`config.mk`:
```
export PLATFORM = sky130hd
export DESIGN_NAME = pulse_handshake_tx
export DESIGN_NICKNAME = d
export VERILOG_FILES = /design/src/rtl/pulse_handshake_tx.sv
export SDC_FILE = /design/constraint.sdc
export NUM_CORES = 1
export LEC_CHECK = 0
export BUFFER_PORTS_ARGS = -buffer_cell sky130_fd_sc_hd__buf_2
export CAP_MARGIN = 40
export CORE_AREA = 4 4 41 43
export DETAILED_ROUTE_END_ITERATION = 8
export DIE_AREA = 0 0 45 47
export SYNTH_ARGS = -nofsm -noshare
export SYNTH_HDL_FRONTEND = slang
export SYNTH_SLANG_ARGS = --single-unit
```
`constraint.sdc`:
```
create_clock -name clk_fast -period 5 [get_ports clk_fast]
set_clock_uncertainty 0.2 [all_clocks]
set_input_delay 0.75 -clock clk_fast [delete_from_list [all_inputs] [get_ports clk_fast]]
set_output_delay 0.75 -clock clk_fast [all_outputs]
set_load 0.02 [all_outputs]
```
`src/rtl/pulse_handshake_tx.sv`:
```
// Source-side launcher of a two-phase toggle handshake: one req_tgl transition
// per accepted event, with a saturating queue of events awaiting launch.
module pulse_handshake_tx #(
    parameter int CNT_W = 4
) (
    input  logic             clk_fast,
    input  logic             rst_n,
    input  logic             din_en,
    input  logic             ack_tgl,
    input  logic             ovf_clr,
    output logic             req_tgl,
    output logic             busy,
    output logic [CNT_W-1:0] pend_cnt,
    output logic             overflow
);

    typedef enum logic [0:0] {
        IDLE     = 1'b0,
        WAIT_ACK = 1'b1
    } state_t;

    localparam logic [CNT_W-1:0] CNT_ZERO = {CNT_W{1'b0}};
    localparam logic [CNT_W-1:0] CNT_MAX  = {CNT_W{1'b1}};
    localparam logic [CNT_W-1:0] CNT_ONE  = CNT_W'(1);

    state_t             state;
    state_t             state_nxt;
    logic               ack_s1;
    logic               ack_s2;
    logic               req_nxt;
    logic               busy_nxt;
    logic               ovf_nxt;
    logic               drop;
    logic [CNT_W-1:0]   pend_nxt;

    // Two-flop synchronizer; ack_tgl is asynchronous to clk_fast.
    always_ff @(posedge clk_fast or negedge rst_n) begin
        if (!rst_n) begin
            ack_s1 <= 1'b0;
            ack_s2 <= 1'b0;
        end else begin
            ack_s1 <= ack_tgl;
            ack_s2 <= ack_s1;
        end
    end

    // Next-state, launch and queue bookkeeping.
    always_comb begin
        state_nxt = state;
        req_nxt   = req_tgl;
        pend_nxt  = pend_cnt;
        drop      = 1'b0;
        case (state)
            IDLE: begin
                // A queued event goes first; a same-edge strobe takes its slot in the queue.
                if (din_en || (pend_cnt != CNT_ZERO)) begin
                    req_nxt   = ~req_tgl;
                    state_nxt = WAIT_ACK;
                    if ((pend_cnt != CNT_ZERO) && !din_en) begin
                        pend_nxt = pend_cnt - CNT_ONE;
                    end else begin
                        pend_nxt = pend_cnt;
                    end
                end else begin
                    state_nxt = IDLE;
                end
            end
            WAIT_ACK: begin
                if (din_en) begin
                    if (pend_cnt == CNT_MAX) begin
                        drop = 1'b1;
                    end else begin
                        pend_nxt = pend_cnt + CNT_ONE;
                    end
                end else begin
                    pend_nxt = pend_cnt;
                end
                if (ack_s2 == req_tgl) begin
                    state_nxt = IDLE;
                end else begin
                    state_nxt = WAIT_ACK;
                end
            end
            default: begin
                state_nxt = IDLE;
            end
        endcase

        if (drop) begin
            ovf_nxt = 1'b1;
        end else if (ovf_clr) begin
            ovf_nxt = 1'b0;
        end else begin
            ovf_nxt = overflow;
        end
        busy_nxt = (state_nxt == WAIT_ACK);
    end

    // State and registered outputs.
    always_ff @(posedge clk_fast or negedge rst_n) begin
        if (!rst_n) begin
            state    <= IDLE;
            req_tgl  <= 1'b0;
            busy     <= 1'b0;
            pend_cnt <= CNT_ZERO;
            overflow <= 1'b0;
        end else begin
            state    <= state_nxt;
            req_tgl  <= req_nxt;
            busy     <= busy_nxt;
            pend_cnt <= pend_nxt;
            overflow <= ovf_nxt;
        end
    end

endmodule

```
# Word-level counts from Yosys, hierarchy flattened
# Cells that the tools add are included.
[op_classes] n_eq_ne=6 shift=0 n_mux=13 addsub=2 bitwise_logic=2 div=0 mul=0 reduce_logical=7 order_cmp=0
[ops] op="4-bit two-way mux" count=4
[ops] op="2-bit != test (second input constant)" count=4
[ops] op="4-bit case mux with 2 select lines" count=1
[ops] op="1-bit two-way mux" count=7
[ops] op="4-bit by 1-bit adder with 4-bit output (second input constant)" count=1
[ops] op="4-bit equality test (second input constant)" count=1
[ops] op="4-bit AND reduction" count=1
[ops] op="4-bit nonzero test" count=1
[ops] op="4-bit by 1-bit subtractor with 4-bit output (second input constant)" count=1
[ops] op="1-bit NOT" count=2
[ops] op="1-bit case mux with 2 select lines" count=1
[ops] op="2-bit AND reduction" count=1
[ops] op="2-bit nonzero test" count=1
[ops] op="1-bit equality test" count=1
[ops] op="1-bit logical AND" count=1
[ops] op="1-bit logical NOT" count=1
[ops] op="1-bit logical OR" count=1
[word_totals] reg_bits=9 memories=0 input_bits=5 out_inout_bits=7 latch_bits=0 elab_cells=36 mem_bits_rw=0 mem_bits_ro=0

# Logic depth before layout (Yosys ltp)
# Gate-level depths: netlist (run 1).
[depth] depth_word=5 mapped_depth=6 depth_no_buf=6

# Worst setup path before layout (run 1)
# Ideal clock, no wire load.
[synth_path] kind="register to register" startpoint="register state" endpoint="register pend_cnt[3]" arrival_time_ns=1.655 required_ns=4.719 period_less_slack_ns=1.935 stages_incl_launch_ff=7 setup_time_ns=0.081 slack_ns=3.065 n_path_buf=0 path_cell_list="dfrtp_1 -> inv_1 -> ha_1 -> a21o_2 -> a21oi_1 -> mux2i_1 -> xnor2_1"
[synth_via] elab_chain_len=3 word_cells_on_any_way=7 classes_between="eq/ne: 4; mux: 1; bitwise: 1; reduce/logical: 1"
[synth_rtl] element="start, declared" line_no="26" rtl="state_t state;"
[synth_rtl] element="start signal, assigned" line_no="108" rtl="state <= state_nxt;"
[synth_rtl] element="1-bit NOT (no source line)"
[synth_rtl] element="2-bit != test (no source line)"
[synth_rtl] element="4-bit AND reduction (no source line)"
[synth_rtl] element="end signal, assigned" line_no="111" rtl="pend_cnt <= pend_nxt;"
[synth_rtl] element="end, declared" line_no="13" rtl="output logic [CNT_W-1:0] pend_cnt,"
# Parallel ways exist; a longest one is shown, timed or not.
# A chain may end at the register's enable or synchronous reset.

# Final worst setup path (run 1)
[layout_path] startpoint="register pend_cnt[0]" endpoint="output pend_cnt[0]"
# No word-level cell between the ends.

==> results of run 1 <==
## stage by stage
stage	hold WS [ps]	utilization, %
floorplan	131	-
global placement	141	40.0
detailed placement	147	40.0
CTS	136	42.0
global route	131	42.0
finish	133	42.0
## cell families after synthesis
group	count (synthesis)	share of synthesized area (%)
flops	9	50.4
compound gates	5	7.84
xor+xnor	5	9.81
simple gates	5	10.4
buf+inv	3	2.52
mux	3	8.96
fa+ha+maj	3	10.1
## final cells by class
cell class              count  share of cell area, %
flip-flops and latches      9                   41.2
repair buffers             11                   10.1
clock buffers               4                   4.81
well taps                  15                   3.43
multi-input cells          21                   38.4
inverters                   3                   2.06
## power groups by stage
stage | logic, uW | clock network (uW) | registers (uW)
floorplan | 140 | 0 | 172
global placement | 220 | 0 | 144
detailed placement | 223 | 0 | 145
CTS | 229 | 56.7 | 145
global route | 247 | 62.7 | 152
finish | 223 | 53.7 | 144
## how the worst max path moves through the flow
stage / startpoint / end / slack [ps] / cells past startpoint
after floorplan: state / pend_cnt[3] / 3060 / 6
after global placement: din_en / pend_cnt[1] / 3150 / 4
after detailed placement: state / pend_cnt[3] / 3110 / 6
after CTS: pend_cnt[0] / pend_cnt[0] / 3080 / 1
after global routing: state / pend_cnt[3] / 2960 / 6
final: pend_cnt[0] / pend_cnt[0] / 3100 / 1
## layer usage
layer | GRT usage, % | up-vias
met4 | 3.51 | 0
met1 | 9.91 | 139
met2 | 15.5 | 11
met3 | 5.75 | 0
met5 | 0 | -
li1 | - | 145
## flip-flops by register name, indices dropped and copies added (netlist names)
| register | count |
|---|---|
| overflow | 1 |
| ack_s1 | 1 |
| state | 1 |
| ack_s2 | 1 |
| pend_cnt | 4 |
| req_tgl | 1 |
## cell usage after synthesis
master,number,area [um2]
a21oi_1,2,10.0
dfrtp_1,9,225
xor2_1,3,26.3
and3_1,1,6.26
mux2_4,2,30.0
nor4_2,1,12.5
a21o_2,1,8.76
nor2_4,1,11.3
xnor2_1,2,17.5
ha_1,2,25.0
mux2i_1,1,10.0
o32ai_1,1,8.76
a21o_1,1,7.51
nand4_1,1,6.26
nor3_2,1,10.0
fa_1,1,20.0
inv_1,3,11.3
==> impl_metrics.ini, run 1 <==
[synth]
synth_cells = 33
syn_area_um2 = 447
ys_ff_latch = 9
ys_seq_area_share_pct = 50.4
syn_area_per_cell_um2 = 13.5
yosysWarnings = 0
syn_nets = 41
synth_cell_type_count = 17

[die]
start_util_pct = 34.3
die_y_um = 47
core_area_um2 = 1300
die_w_um = 45
dieArea_um2 = 2120
io_pins = 12
rows = 13

[outcome]
status = finished clean

[timing]
tns_ps = 0
max_freq_mhz = 526
maxSlewHeadroom_pct = 79.2
rsz0062_at_grt = no
tightest_slew_ps = 310
finalHoldViolations = 0
period_needed_ps = 1900
finalSetupViolations = 0
drv_slew = 0
worst_slack_ps = 3100
finalCritPeriodShare_pct = 38.0

[layout]
insertedDiodeCount = 0
fin_area_um2 = 547
regArea_um2 = 225
final_common_cell = buf_2
nNetsFinal = 57
area_growth_pct = 22.4
multi_input_area_um2 = 210
layout_common_cells = buf_2, dfrtp_1, inv_1, xor2_1, clkbuf_4
nFillCells = 137
final_cells = 63
drive_gt1_share_pct = 41.7

[global_routing]
grt_pass1_wl_um = 1350
antenna_found_initial = 0
grt_overflow = 0
grt_pass1_vias = 315
grt_use_total_pct = 9.44
grt_max_degree = 10

[power_and_ir_drop]
pwr-share-comb_pct = 53.1
pwr-share-clk_pct = 12.8
pwr-share-seq_pct = 34.2
ir_drop_mv = 0.299
internal_power_uw = 246
p_sw_uw = 174
swShare_pct = 41.5
total_power_uw = 420
p_leak_uw = 0.000272
p_per_area_nw_per_um2 = 769

[routing]
top_layer = met3
route.met3.wl_um = 78
wl_per_cell_um = 12.0
dr.pass1.iters = 2
routed_wl_um = 759
ant_nets = 0
drc = 0
wl_met1_um = 301
dr.first_iter.drc_count = 3
num_vias = 295
via_per_inst = 4.68
met2_length_um = 379

[cts]
cts-htree-levels = 1
tritoncts = done
hold_buffers = 0
clkLatencyLatePin_ps = 250
cts_made_buffers = 3
cts_resized = 0
clk_pin_slew_ps = 60
post_cts_buffers = 0
cts.sinks = 9
cts-root-buf = clkbuf_4
cts_max_path_buffers = 2

[critical_path]
regToRegSetupSlack_ps = 3110
reg2reg_from = state
critPathMaxFanout = 6
cpLargestDelayFamily = flip-flops
crit_path_end_kind = primary output
crit_path_top_delay_cell = dfrtp_1
startpoint_type = flop
critical_path_class = reg -> out
required_ps = 4050
cp_data_arrival_time_ps = 950
crit_chain = buf_2
r2r_cells = 6
path_buf_inv = 1
timing.rr.end = pend_cnt[3]
critPathMaxStageDelay_ps = 480

[place]
routabilityCongestion = 0.656
dpl_worst_slack_ps = 3110
dpl_cell_area_um2 = 520
dp_cells = 59
port_buffers = 11

[flow_run]
cap_violations = 0

[worst_hold_path]
hold_class = in -> async
No activity file was read; power rests on OpenSTA's default activity.
==> run 2, diff against run 1 <==
==> constraint.sdc (replaced) <==
create_clock -name clk_fast -period 1.74 [get_ports clk_fast]
set_clock_uncertainty 0.2 [all_clocks]
set_input_delay 0.261 -clock clk_fast [delete_from_list [all_inputs] [get_ports clk_fast]]
set_output_delay 0.261 -clock clk_fast [all_outputs]
set_load 0.02 [all_outputs]
==> impl_metrics.ini, run 2 (same netlist as run 1, synthesis figures left out) <==
[routing]
ant_nets = 0
via_per_inst = 4.70
dr.first_iter.drc_count = 0
wl_per_cell_um = 12.8
routed_wl_um = 896
dr.pass1.iters = 1
drc = 0
num_vias = 329

[cts]
tritoncts = done
cts-root-buf = clkbuf_4
cts_made_buffers = 3
cts_max_path_buffers = 2
clkLatencyLatePin_ps = 260
clk_pin_slew_ps = 60
cts.sinks = 9
cts-htree-levels = 1

[timing]
rsz0062_at_grt = yes
finalSetupViolations = 0
finalHoldViolations = 0
tightest_slew_ps = 250
period_needed_ps = 1710
maxSlewHeadroom_pct = 83.2
drv_slew = 0
holdWs_ps = 116
max_freq_mhz = 585
tns_ps = 0
finalCritPeriodShare_pct = 98.3

[critical_path]
path_buf_inv = 0
r2r_cells = 5
required_ps = 1730
critPathMaxFanout = 6
critPathMaxStageDelay_ps = 460
timing.rr.end = pend_cnt[3]
crit_chain = ha_1 -> a21o_2 -> a21oi_2 -> mux2i_1 -> xnor2_1
cpLargestDelayFamily = flip-flops
crit_path_top_delay_cell = dfrtp_2
reg2reg_from = pend_cnt[1]
cp_data_arrival_time_ps = 1700
startpoint_type = flop
critical_path_class = reg -> reg
regToRegSetupSlack_ps = 30
crit_path_end_kind = flop

[power_and_ir_drop]
p_per_area_nw_per_um2 = 2170
p_leak_uw = 0.000302
ir_drop_mv = 0.987
total_power_uw = 1350

[worst_hold_path]
min_from = din_en
hold_end = overflow
hold_path_depth = 3
hold_class = in -> reg

[layout]
final_cells = 70
area_growth_pct = 39.2
final_common_cell = buf_2
layout_common_cells = buf_2, dfrtp_1, buf_4
fin_area_um2 = 622
top_register = pend_cnt
drive_gt1_share_pct = 50.9
nNetsFinal = 64
largest_reg_flops = 4
insertedDiodeCount = 0

[global_routing]
grt_pass1_wl_um = 1370
grt_use_total_pct = 10.1
antenna_found_initial = 0
grt_pass1_vias = 320
grt_max_degree = 10
grt_overflow = 0

[die]
start_util_pct = 34.3
die_y_um = 47
rows = 13
core_area_um2 = 1300
io_pins = 12
dieArea_um2 = 2120
die_w_um = 45

[outcome]
status = finished clean

[place]
dp_cells = 61
port_buffers = 11
dp_hpwl_um = 607
routabilityCongestion = 0.679
dpl_cell_area_um2 = 542

[flow_run]
cap_violations = 0
-- run 2: report_power, final --
| group | total (uW) | internal, uW | switching, uW |
|---|---|---|---|
| logic | 773 | 399 | 374 |
| registers | 417 | 301 | 116 |
| clock network | 161 | 88.3 | 72.4 |
-- run 2: final cells by class --
class | count | area, um2
Multi-Input combinational cell | 21 | 223
Fill cell | 131 | 679
Sequential cell | 9 | 228
Clock buffer | 4 | 26.3
Inverter | 3 | 11.3
Timing Repair Buffer | 18 | 115
Tap cell | 15 | 18.8
-- run 2: worst max path at each step --
stage                            from          end  slack (ps)  cells past startpoint
after floorplan           pend_cnt[0]  pend_cnt[1]           6                      4
after global placement    pend_cnt[0]  pend_cnt[1]          40                      4
after detailed placement  pend_cnt[0]  pend_cnt[1]          40                      4
after CTS                 pend_cnt[0]  pend_cnt[1]          20                      4
after global routing      pend_cnt[1]  pend_cnt[3]         -40                      5
final                     pend_cnt[1]  pend_cnt[3]          30                      5
-- run 2: worst min-delay path: stages --
cell and delay (ps):
buf_2 110, inv_1 60, o32ai_1 90
-- run 2: repair_timing --
item / CTS / global route
setup endpoints to repair: 0 / 3
setup buffers: 0 / 2
hold endpoints to repair: 11 / 0
gates resized for setup: 0 / 1
hold buffers: 3 / 0
-- run 2: per-stage QoR --
stage | setup WS, ps | utilization [%]
4_1_cts | 16.5 | 46.0
3_3_place_gp | 43.3 | 41.6
5_1_grt | -37.2 | 47.8
3_5_place_dp | 39.3 | 41.6
2_1_floorplan | 5.61 | -
6_report | 29.7 | 47.8
-- run 2: layer usage --
metal / global-route usage, % / part of all wire [%] / vias to the layer above
met4: 7.02 / 1.5 / 0
met2: 14.7 / 45 / 13
met3: 5.75 / 8.3 / 4
met1: 11.0 / 45 / 152
li1: - / - / 160
met5: 0 / 0 / -
